### src/rtl/arms_counter_sequencer.sv
// Command-side sequencer for the ARMS counter strobe interface: issues reset/load/enable
// commands on STRB/CON/DATA, then waits for COUT to reach the requested limit or a timeout.
module arms_counter_sequencer #(
    parameter int SETUP_CYC = 1,
    parameter int HIGH_CYC  = 2,
    parameter int LOW_CYC   = 2,
    parameter int TIMEOUT   = 64
) (
    input  logic       CLK,
    input  logic       RST,
    input  logic       REQ_VALID,
    output logic       REQ_READY,
    input  logic [3:0] REQ_LIM,
    input  logic       REQ_DIR,
    output logic       STRB,
    output logic [1:0] CON,
    output logic [3:0] DATA,
    input  logic [3:0] COUT,
    output logic       BUSY,
    output logic       DONE,
    output logic       TMO
);

    localparam int MAX_AB = (SETUP_CYC > HIGH_CYC) ? SETUP_CYC : HIGH_CYC;
    localparam int MAXC   = (MAX_AB > LOW_CYC) ? MAX_AB : LOW_CYC;
    localparam int CW     = (MAXC > 1) ? $clog2(MAXC) : 1;

    typedef enum logic [2:0] {
        S_IDLE,
        S_SETUP,
        S_HIGH,
        S_LOW,
        S_WAIT
    } stateT;

    stateT         state, stateNext;
    logic [CW-1:0] cnt, cntNext;
    logic [1:0]    cmd, cmdNext;
    logic [3:0]    limR, limNext;
    logic          dirR, dirNext;
    logic [1:0]    conR, conNext;
    logic [3:0]    dataR, dataNext;
    logic          strbR, strbNext;
    logic          doneR, doneNext;
    logic          tmoR, tmoNext;
    logic [7:0]    tmoCnt, tmoCntNext;
    logic [3:0]    coutR;
    logic          match;

    assign match = (coutR == limR);

    // Phase timing per command plus the WAIT-phase compare/timeout decision.
    always_comb begin
        stateNext  = state;
        cntNext    = cnt;
        cmdNext    = cmd;
        limNext    = limR;
        dirNext    = dirR;
        conNext    = conR;
        dataNext   = dataR;
        tmoCntNext = tmoCnt;
        doneNext   = 1'b0;
        tmoNext    = 1'b0;
        case (state)
            S_IDLE: begin
                if (REQ_VALID) begin
                    stateNext = S_SETUP;
                    cntNext   = '0;
                    cmdNext   = 2'd0;
                    limNext   = REQ_LIM;
                    dirNext   = REQ_DIR;
                    conNext   = 2'b00;
                    dataNext  = 4'd0;
                end
            end
            S_SETUP: begin
                if (cnt == CW'(SETUP_CYC - 1)) begin
                    stateNext = S_HIGH;
                    cntNext   = '0;
                end else begin
                    cntNext = cnt + 1'b1;
                end
            end
            S_HIGH: begin
                if (cnt == CW'(HIGH_CYC - 1)) begin
                    stateNext = S_LOW;
                    cntNext   = '0;
                end else begin
                    cntNext = cnt + 1'b1;
                end
            end
            S_LOW: begin
                if (cnt == CW'(LOW_CYC - 1)) begin
                    cntNext = '0;
                    if (cmd == 2'd2) begin
                        stateNext  = S_WAIT;
                        tmoCntNext = 8'd0;
                    end else begin
                        // CON/DATA for the next command change only on SETUP entry
                        stateNext = S_SETUP;
                        cmdNext   = cmd + 2'd1;
                        conNext   = (cmd == 2'd0) ? 2'b01 : {1'b1, dirR};
                        dataNext  = (cmd == 2'd0) ? limR : 4'd0;
                    end
                end else begin
                    cntNext = cnt + 1'b1;
                end
            end
            S_WAIT: begin
                if (match) begin
                    stateNext = S_IDLE;
                    doneNext  = 1'b1;
                end else if (tmoCnt == 8'(TIMEOUT - 1)) begin
                    stateNext = S_IDLE;
                    doneNext  = 1'b1;
                    tmoNext   = 1'b1;
                end else begin
                    tmoCntNext = tmoCnt + 8'd1;
                end
            end
            default: stateNext = S_IDLE;
        endcase
        strbNext = (stateNext == S_HIGH);
    end

    always_ff @(posedge CLK) begin
        if (RST) begin
            state  <= S_IDLE;
            cnt    <= '0;
            cmd    <= 2'd0;
            limR   <= 4'd0;
            dirR   <= 1'b0;
            conR   <= 2'b00;
            dataR  <= 4'd0;
            strbR  <= 1'b0;
            doneR  <= 1'b0;
            tmoR   <= 1'b0;
            tmoCnt <= 8'd0;
            coutR  <= 4'd0;
        end else begin
            state  <= stateNext;
            cnt    <= cntNext;
            cmd    <= cmdNext;
            limR   <= limNext;
            dirR   <= dirNext;
            conR   <= conNext;
            dataR  <= dataNext;
            strbR  <= strbNext;
            doneR  <= doneNext;
            tmoR   <= tmoNext;
            tmoCnt <= tmoCntNext;
            coutR  <= COUT;
        end
    end

    assign REQ_READY = (state == S_IDLE);
    assign BUSY      = ~REQ_READY;
    assign STRB      = strbR;
    assign CON       = conR;
    assign DATA      = dataR;
    assign DONE      = doneR;
    assign TMO       = tmoR;

endmodule
### config.mk
export PLATFORM = sky130hd
export DESIGN_NAME = arms_counter_sequencer
export DESIGN_NICKNAME = d
export VERILOG_FILES = /design/src/rtl/arms_counter_sequencer.sv
export SDC_FILE = /design/constraint.sdc
export NUM_CORES = 1
export LEC_CHECK = 0
export ABC_AREA = 1
export BUFFER_PORTS_ARGS = -buffer_cell sky130_fd_sc_hd__buf_2
export CAP_MARGIN = 20
export CORE_MARGIN = 5
export CORE_UTILIZATION = 50
export CTS_CLUSTER_DIAMETER = 60
export DETAILED_ROUTE_END_ITERATION = 12
export PLACE_DENSITY = 0.74
export SLEW_MARGIN = 20
export SYNTH_ARGS = -nofsm -noshare
export SYNTH_HDL_FRONTEND = slang
export SYNTH_SLANG_ARGS = --single-unit
### constraint.sdc
create_clock -name CLK -period 1.3 [get_ports CLK]
set_input_delay 0.13 -clock CLK [delete_from_list [all_inputs] [get_ports CLK]]
set_output_delay 0.13 -clock CLK [all_outputs]
set_load 0.01 [all_outputs]
==> impl_metrics.ini, run 1 <==
[run_status]
outcome = finished, violations left
failing_checks = setup timing

[synth]
post_synth_most_frequent_cells = nand2_1, dfxtp_1, inv_1
postSynth.asyncResetShare_pct = 0
yosys.area.top_type_share_pct = 41.32
post_synth_num_cell_types = 29
synth_top_area_cell = dfxtp_1
post_synth_instance_area_sq_um = 1550
synth.avg_cell_area_sq_um = 7.417
seq_area_frac_synth_pct = 41.32
synthesis.nets = 224
synth-seq-cells = 32
synth_most_common_cell = nand2_1
synth_enable_flop_cells = 0
postSynthCellCount = 209
ys_dominant_reg_cell = dfxtp_1
ys_warn_count = 0
synth_area_leaders = dfxtp_1, nand2_1, inv_1, a21oi_1, nor2_1

[die]
fp.dieArea_sq_um = 4314
num_rows = 20
core_region_area_sq_um = 3003
initial_core_util_pct = 51.63
ioPinCount = 23
die_height_um = 65.68
die_w_um = 65.68

[place]
place.port_buffers = 22
dpl-instance-area_sq_um = 1862
numPlacedInstances = 279
gp_routability_congestion = 0.8982
place_hpwl_um = 2367
place_ws_ps = -82.21

[grt]
grt_max_degree = 15
antenna_found_initial = 0
global_route.usage.total_pct = 19.55
grt_overflow_total = 0
first_global_vias = 1467
grt_pass1_wl_um = 6479

[detailed_routing]
wire_per_inst_um = 12.82
average_via_count_per_standard_cell = 5.146
drt.antenna.violating_nets = 0
detailedRoute.firstPassIterationCount = 5
drt-total-wl_um = 3872
route.vias.total = 1554
drc = 0
drt_initial_violations = 100

[sta]
min_period_over_period_pct = 103.8
clock.fmax_mhz = 741.4
fin_worst_skew_ps = 14.40
slew_viol_final = 0
finalHoldWorstSlack_ps = 19.16
grt_setup_unrepaired = true
timing.final.crit_period_ps = 1349
report.final.hold_viol_count = 0
finalWorstSetupSlack_ps = -48.82
worst_pin_slew_ps = 266.2
timing.final.setup_violations = 14
worst_slew_margin_relative_to_its_limit_pct = 82.17

[layout]
layout.core_utilization_pct = 74.08
filler_cell_count = 229
antenna_cells = 0
final_cell_count_no_fill = 302
syn_to_final_growth_pct = 43.50
area_of_the_multi_input_gates_sq_um = 939.7
seq_area_sq_um = 654.4
layout.cell_area.non_filler_sq_um = 2225
layout-drive-gt1-share_pct = 42.75
num-nets-final = 283

[power]
p_leak_uw = 0.0009531
worst_ir_drop_vdd_v = 0.0007078
power_per_cell_area_nw_per_um2 = 1003

[clock_network]
clock_latency_on_the_worst_skew_pair_ps = 350
clock_sinks = 32
tritoncts = done
cts_buffers = 5
clock_tree.htree_level_count = 2
root_buffer = clkbuf_4
clkSlewWorstSetupHoldPaths_ps = 110
clockBufferDepth = 2

[hold_path]
path_class_of_the_lowest_slack_min_delay_path = primary input to register

[worst_setup_path]
start_kind = register
worst_setup_slack_for_register_to_register_paths_ps = -50
endpoint_kind = register
worst-setup-path-type = register to register
worstPathArrival_ps = 1600
path_max_fanout = 8
timing.critical_path.required_ps = 1550

[job]
maxCapViolations = 0
==> worst max-delay path, stage by stage, from the launching register on <==
cell and delay, ps:
dfxtp_2 370, ha_4 140, nand3_4 90, nor2_4 150
nand3_4 100, nand3_4 160, nand2_8 80, nor2_1 90
a21oi_1 50
==> state kept, by name (all words and copies together), names as in the netlist <==
register and count:
cnt 1, cmd 2, state 3, STRB 1
TMO 1, DONE 1, DATA 4, tmoCnt 8
limR 4, dirR 1, coutR 4, CON 2
==> layout by cell type, fill, tap and decap left out, drive strengths merged <==
cell         netlist  final
nor3b              1      1
clkbuf             2      6
a21oi             23     23
dlygate4sd3        0      4
xor2               2      2
inv               34     34
clkinv             0      2
a211oi             1      1
nor4               2      2
xnor2              1      1
or2                1      1
buf                2     50
nor3               2      2
nand3             18     20
dfxtp             32     32
nand2             44     44
ha                 3      3
o211ai             1      1
nor2              27     27
o21ai             13     13
==> cell families after synthesis <==
group	Yosys count	synth area share (%)
AOI/OAI and AO/OA	38	14.29
xor gates and xnor gates	3	1.695
adders and majority gates	3	2.422
buffers and inverters	38	10.25
DFF	32	41.32
and+or+nand+nor	95	30.02
==> report_power, final <==
group	switching, uW	total [uW]	leakage (uW)	internal (uW)
Combinational	293	519	0.000649	226
Clock	362	619	0.0000380	257
Sequential	44.8	1090	0.000266	1050
==> timing repair <==
action                                  4_1_cts  5_1_grt
hold buffers                                  4        0
hold endpoints to repair                      4        0
pin swaps                                     7       17
gates cloned                                  2        0
endpoints found under the setup margin       21       22
resized for setup                            21       26
setup buffers                                 5        4
==> cell type report <==
| class | count | area share, % |
|---|---|---|
| multi-input combinational | 141 | 42.24 |
| sequential | 32 | 29.42 |
| timing repair buffer | 54 | 17.89 |
| inverter | 34 | 5.849 |
| clock buffer | 6 | 2.306 |
| tap | 33 | 1.856 |
| clock inverter | 2 | 0.4499 |
==> per-stage QoR <==
stage          setup TNS, ps  total power (uW)
6_report              -333.5              2232
5_1_grt                -1893              2348
3_3_place_gp          -257.8              1502
3_5_place_dp           -1017              1511
4_1_cts               -9.198              2174
2_1_floorplan         -17.29              1396
==> path summary, 6_finish.rpt <==
kind                                start        end  depth (start not counted)
worst min-delay path                  RST        TMO                          2
worst max register to register  tmoCnt[1]  tmoCnt[1]                          8
worst min register to register     CON[1]     CON[1]                          2
worst max-delay path            tmoCnt[1]  tmoCnt[1]                          8
==> layer usage <==
metal,wire (um),global-route usage [%],part of all wire (%)
met4,112,10.36,2.9
met3,207,3.761,5.3
met1,1633,23.57,42
met2,1919,32.54,50
met5,0,0,0
Note: power is estimated with default switching activity, not from simulation.
==> run 2: changes to the inputs <==
--- a/config.mk
+++ b/config.mk
@@ -12,6 +12,7 @@
 export CORE_UTILIZATION = 50
 export CTS_CLUSTER_DIAMETER = 60
 export DETAILED_ROUTE_END_ITERATION = 12
+export MAX_ROUTING_LAYER = met4
 export PLACE_DENSITY = 0.74
 export SLEW_MARGIN = 20
 export SYNTH_ARGS = -nofsm -noshare
==> run 2 against run 1 <==
  * The flow still finishes with violations (setup timing)
  * Largest cell class unchanged
  * Total power up 9.7%
  * Utilization increased by 0.79 points
  * Highest routed layer unchanged
  * Sequential power barely moved
  * Register-to-register slack is essentially flat
  * Wire length is 2.1% lower
==> impl_metrics.ini, run 2 (same netlist as run 1, synthesis figures left out) <==
[place]
place.port_buffers = 22
gp_routability_congestion = 0.9070
place_hpwl_um = 2390
numPlacedInstances = 279

[sta]
grt_setup_unrepaired = true
worst_pin_slew_ps = 230.5
clock.fmax_mhz = 748.5
fin_worst_skew_ps = 15.17
post_route_setup_tns_ps = -103.9
finalWorstSetupSlack_ps = -36.09
timing.final.setup_violations = 6
min_period_over_period_pct = 102.8
report.final.hold_viol_count = 0
timing.final.crit_period_ps = 1336
slew_viol_final = 0
worst_slew_margin_relative_to_its_limit_pct = 84.56

[clock_network]
root_buffer = clkbuf_4
clkSlewWorstSetupHoldPaths_ps = 110
cts_buffers = 5
clockBufferDepth = 2
clock_sinks = 32
tritoncts = done
clock_tree.htree_level_count = 2
clock_latency_on_the_worst_skew_pair_ps = 340

[layout]
final_cell_count_no_fill = 300
layout-drive-gt1-share_pct = 44.19
final_cell_mix = nand2_1, inv_1, dfxtp_1
layout.core_utilization_pct = 74.88
largest_register_ff_count = 8
area_of_the_multi_input_gates_sq_um = 952.2
syn_to_final_growth_pct = 45.04
num-nets-final = 281
largest-register = tmoCnt
filler_cell_count = 233
seq_area_sq_um = 656.9
layout.cells.most_common = nand2_1
antenna_cells = 0

[run_status]
outcome = finished, violations left
failing_checks = setup timing

[detailed_routing]
route.vias.total = 1536
drt_initial_violations = 71
wire_per_inst_um = 12.64
drt.antenna.violating_nets = 0
drt-total-wl_um = 3792
drc = 0
detailedRoute.firstPassIterationCount = 4
average_via_count_per_standard_cell = 5.120

[worst_setup_path]
worst_r2r_startpoint = tmoCnt[1]
endpoint = tmoCnt[5]
worstSetupStartpoint = tmoCnt[1]
worstPathArrival_ps = 1580
path_max_fanout = 8
cp_slowest_cell = dfxtp_2
worst-setup-path-type = register to register
critical_path.most_common_cell = nand3_4
r2r_end = tmoCnt[5]
worst_setup_slack_for_register_to_register_paths_ps = -40
endpoint_kind = register
start_kind = register
timing.critical_path.required_ps = 1540
worstRegToRegCells = 8
series_of_cell_instances_along_the_critical_path = ha_4 -> nand3_4 -> nor2_4 -> nand3_4 -> nand3_4 -> nand2_8 -> nand2_1 -> a21oi_2
cp_slowest_stage_delay_ps = 370

[die]
num_rows = 20
die_height_um = 65.68
core_region_area_sq_um = 3003
fp.dieArea_sq_um = 4314
ioPinCount = 23
die_w_um = 65.68
initial_core_util_pct = 51.63

[hold_path]
min-delay-start = RST
path_class_of_the_lowest_slack_min_delay_path = primary input to register

[grt]
grt_overflow_total = 0
first_global_vias = 1447
grt_max_degree = 15
global_route.usage.total_pct = 18.73
antenna_found_initial = 0
grt_pass1_wl_um = 6182

[job]
maxCapViolations = 0

[power]
worst_ir_drop_vdd_v = 0.0007352
p_leak_uw = 0.0009647
power_per_cell_area_nw_per_um2 = 1089
==> run 2: cell types whose count changed in the layout (fill, tap and decap cells not counted), sizes merged <==
cell,previous run,this run
clkbuf,6,7
clkinv,2,0
bufinv,0,1
buf,50,48
==> run 2: what timing repair did <==
item,4_1_cts,5_1_grt
gates cloned,2,0
setup buffers,3,4
hold buffers,4,0
pin swaps,6,19
endpoints found under the hold margin,4,0
endpoints found under the setup margin,20,21
resized for setup,13,39
==> run 2: metal layers <==
layer | global-route usage [%] | wire length, um
met2 | 30.29 | 1891
met5 | - | 0
met4 | 8.290 | 62
met1 | 22.36 | 1679
met3 | 3.932 | 158
==> run 2: stage by stage <==
step	hold slack [ps]	total power, uW	setup WS [ps]	area, sq um
6_report	16.04	2448	-36.09	2248
5_1_grt	10.74	2576	-133.4	2248
3_5_place_dp	337.0	1509	-67.16	1862
3_3_place_gp	328.9	1502	-38.00	1862
4_1_cts	1.022	2399	0.3623	2091
2_1_floorplan	237.0	1396	-17.29	1587
==> run 2: layout make-up <==
cell class	count	share of cell area, %
Clock buffer	7	2.894
Clock inverter	1	1.336
Inverter	34	5.787
Multi-Input combinational cell	141	42.35
Sequential cell	32	29.22
Tap cell	33	1.836
Timing Repair Buffer	52	16.58
==> run 2: report_power, final <==
| group | switching [uW] | internal (uW) | total, uW |
|---|---|---|---|
| Clock | 345 | 511 | 856 |
| Combinational | 285 | 216 | 501 |
| Sequential | 45.4 | 1050 | 1090 |
==> run 2: how the worst min path moves through the flow <==
| stage | cells after the start | end | slack, ps |
|---|---|---|---|
| after CTS | 2 | DONE | 1 |
| final | 2 | TMO | 20 |
| after detailed placement | 3 | coutR[2] | 340 |
| after global placement | 3 | coutR[3] | 330 |
| after floorplan | 2 | coutR[0] | 240 |
| after global routing | 2 | DONE | 10 |
==> run 2: critical path: cells and delay by family (launching register included) <==
family          cells  cell delay, ps
flops               1             370
compound gates      1              60
fa+ha+maj           1             150
simple gates        6             660
==> run 3: changes to the inputs <==
--- a/config.mk
+++ b/config.mk
@@ -5,15 +5,14 @@
 export SDC_FILE = /design/constraint.sdc
 export NUM_CORES = 1
 export LEC_CHECK = 0
-export ABC_AREA = 1
 export BUFFER_PORTS_ARGS = -buffer_cell sky130_fd_sc_hd__buf_2
 export CAP_MARGIN = 20
 export CORE_MARGIN = 5
-export CORE_UTILIZATION = 50
+export CORE_UTILIZATION = 49
 export CTS_CLUSTER_DIAMETER = 60
 export DETAILED_ROUTE_END_ITERATION = 12
 export MAX_ROUTING_LAYER = met4
-export PLACE_DENSITY = 0.74
+export PLACE_DENSITY = 0.73
 export SLEW_MARGIN = 20
 export SYNTH_ARGS = -nofsm -noshare
 export SYNTH_HDL_FRONTEND = slang
==> run 3 against run 2 <==
  * The run still ends with setup timing left
  * Fmax shrank 18%
  * Final area shrank 9.4%
  * Largest power group unchanged
  * Via count shrank 11%
  * Register-to-register slack lost 290 ps
  * Critical path type unchanged
  * Utilization shrank 2.3 points
==> impl_metrics.ini, run 3 <==
[hold_path]
hold_path_depth = 2
path_class_of_the_lowest_slack_min_delay_path = primary input to register
min-delay-start = COUT[2]
min_delay_worst_endpoint = coutR[2]

[detailed_routing]
average_via_count_per_standard_cell = 5.547
route.vias.total = 1370
wire_per_inst_um = 14.05
drc = 0
drt.antenna.violating_nets = 0
drt_initial_violations = 67
drt-total-wl_um = 3471
detailedRoute.firstPassIterationCount = 4

[power]
p_leak_uw = 0.0008362
power_switching_uw = 705.8
worst_ir_drop_vdd_v = 0.0006805
p_seq_share_pct = 43.9
internal_power_uw = 1773
power_per_cell_area_nw_per_um2 = 1217
power_switching_share_pct = 28.47
power.share.combinational_pct = 25.4
p_clk_share_pct = 30.7

[clock_network]
root_buffer = clkbuf_4
clockBufferDepth = 2
clkSlewWorstSetupHoldPaths_ps = 100
clock_latency_on_the_worst_skew_pair_ps = 340
cts_buffers = 5
clock_tree.htree_level_count = 2
tritoncts = done
clock_sinks = 32

[layout]
antenna_cells = 0
final_cell_mix = buf_4, dfxtp_1, buf_2
largest_register_ff_count = 8
largest-register = tmoCnt
layout.cell_area.non_filler_sq_um = 2037
syn_to_final_growth_pct = 39.74
layout-drive-gt1-share_pct = 43.98
layout.core_utilization_pct = 72.61
num-nets-final = 230
layout.cells.most_common = buf_4

[worst_setup_path]
timing.critical_path.required_ps = 1570
worst_r2r_startpoint = state[1]
worstPathArrival_ps = 1900
start_kind = register
endpoint_kind = register
r2r_end = tmoCnt[6]
worst-setup-path-type = register to register
worst_setup_slack_for_register_to_register_paths_ps = -330
path_max_fanout = 6
worstRegToRegCells = 4

[die]
ioPinCount = 23
fp.dieArea_sq_um = 4165
num_rows = 19
initial_core_util_pct = 51.96
core_region_area_sq_um = 2805
die_height_um = 64.54
die_w_um = 64.54

[sta]
timing.final.crit_period_ps = 1627
report.final.hold_viol_count = 0
slew_viol_final = 0
min_period_over_period_pct = 125.1
post_route_setup_tns_ps = -6421
timing.final.setup_violations = 26
clock.fmax_mhz = 614.8
fin_worst_skew_ps = 5.712
grt_setup_unrepaired = true
finalHoldWorstSlack_ps = 17.58
worst_slew_margin_relative_to_its_limit_pct = 79.40
worst_pin_slew_ps = 306.3
finalWorstSetupSlack_ps = -326.6

[run_status]
outcome = finished, violations left
failing_checks = setup timing

[grt]
grt_overflow_total = 0
first_global_vias = 1354
global_route.usage.total_pct = 18.44
antenna_found_initial = 0
grt_pass1_wl_um = 5823
grt_max_degree = 18

[synth]
ys_warn_count = 0
ys_dominant_reg_cell = dfxtp_1
post_synth_num_cell_types = 37
synth-seq-cells = 32
synth_xor_area_share_pct = 3.004
synth_compound_gate_area_share_pct = 12.53
muxShareOfSynthArea_pct = 6.180
synth_area_leaders = dfxtp_1, mux2i_1, a21oi_1, nor2_1, nand2b_1
synthesis.nets = 173
yosys.area.top_type_share_pct = 43.95
postSynthCellCount = 158
synth_top_area_cell = dfxtp_1
post_synth_most_frequent_cells = dfxtp_1, a21oi_1, nor2_1
synth_most_common_cell = dfxtp_1
synth_top_family_by_area = simple AND/OR/NAND/NOR gates
synth-adder-area-share_pct = 2.575
postSynth.asyncResetShare_pct = 0
post_synth_and_or_nand_nor_area_fraction_pct = 26.09
synth_enable_flop_cells = 0
seq_area_frac_synth_pct = 43.95
synth.avg_cell_area_sq_um = 9.226
post_synth_instance_area_sq_um = 1458

[job]
maxCapViolations = 0

[place]
place.port_buffers = 22
place_hpwl_um = 2412
dpl-instance-area_sq_um = 1784
place_ws_ps = -347.8
gp_routability_congestion = 0.8991
run 3: cell types whose count changed in the layout (fill, tap and decap cells not counted), moves of 8 or more:
cell,before,now
nand2_1,29,5
inv_1,28,5
nand2_2,11,0
mux2i_1,0,9
nand3_1,12,3
buf_4,21,29
nor2_1,22,14
run 3: layout make-up:
cell class / instances / area [sq um]
sequential: 32 / 651.9
clock inverter: 3 / 42.54
fill: 206 / 768.2
multi-input combinational: 111 / 820.8
tap: 31 / 38.79
clock buffer: 5 / 37.54
timing repair buffer: 59 / 420.4
inverter: 6 / 25.02
run 3: stage by stage:
step / power, uW / std cells
after floorplan: 1498 / 158
after global placement: 1614 / 231
after detailed placement: 1642 / 231
after CTS: 2437 / 243
after global routing: 2614 / 247
final: 2479 / 247
run 3: logic make-up after synthesis:
| group | Yosys count |
|---|---|
| buf+inv | 16 |
| compound gates | 28 |
| simple gates | 65 |
| flops | 32 |
| mux | 9 |
| xor+xnor | 5 |
| fa+ha+maj | 3 |
run 3: layer usage:
| metal | vias to the layer above | share of wire (%) | global-route usage (%) |
|---|---|---|---|
| met1 | 646 | 43 | 19.70 |
| met2 | 34 | 50 | 31.96 |
| met3 | 12 | 4.7 | 5.699 |
| met4 | 0 | 2.2 | 7.124 |
| met5 | - | 0 | - |
| li1 | 678 | - | - |
run 3: worst max-delay path by stage:
stage | startpoint | to | slack (ps) | cells past startpoint
final | state[1] | tmoCnt[6] | -330 | 4
after global routing | state[1] | cmd[0] | -390 | 6
after CTS | state[0] | tmoCnt[5] | -310 | 4
after detailed placement | state[2] | tmoCnt[5] | -350 | 4
after global placement | state[1] | tmoCnt[5] | -290 | 4
after floorplan | state[0] | tmoCnt[1] | -360 | 6
run 3: power by group through the flow:
stage                     sequential, uW  clock, uW  combinational [uW]
after floorplan                     1090          0                 406
after global placement              1090          0                 523
after detailed placement            1100          0                 547
after CTS                           1080        774                 587
after global routing                1090        832                 689
final                               1090        762                 629
run 3: what timing repair did:
item                                   4_1_cts  5_1_grt
setup buffers                                0        3
endpoints found under the hold margin        3        0
gates cloned                                 1        1
resized for setup                           12       15
pin swaps                                    4        5
hold buffers                                 3        0
setup endpoints to repair                   26       27
run 3: worst max-delay path: stages, from the launching register on:
cell     delay, ps
dfxtp_2        340
or3b_4         420
a31o_4         240
or4_1          420
a21oi_2        140
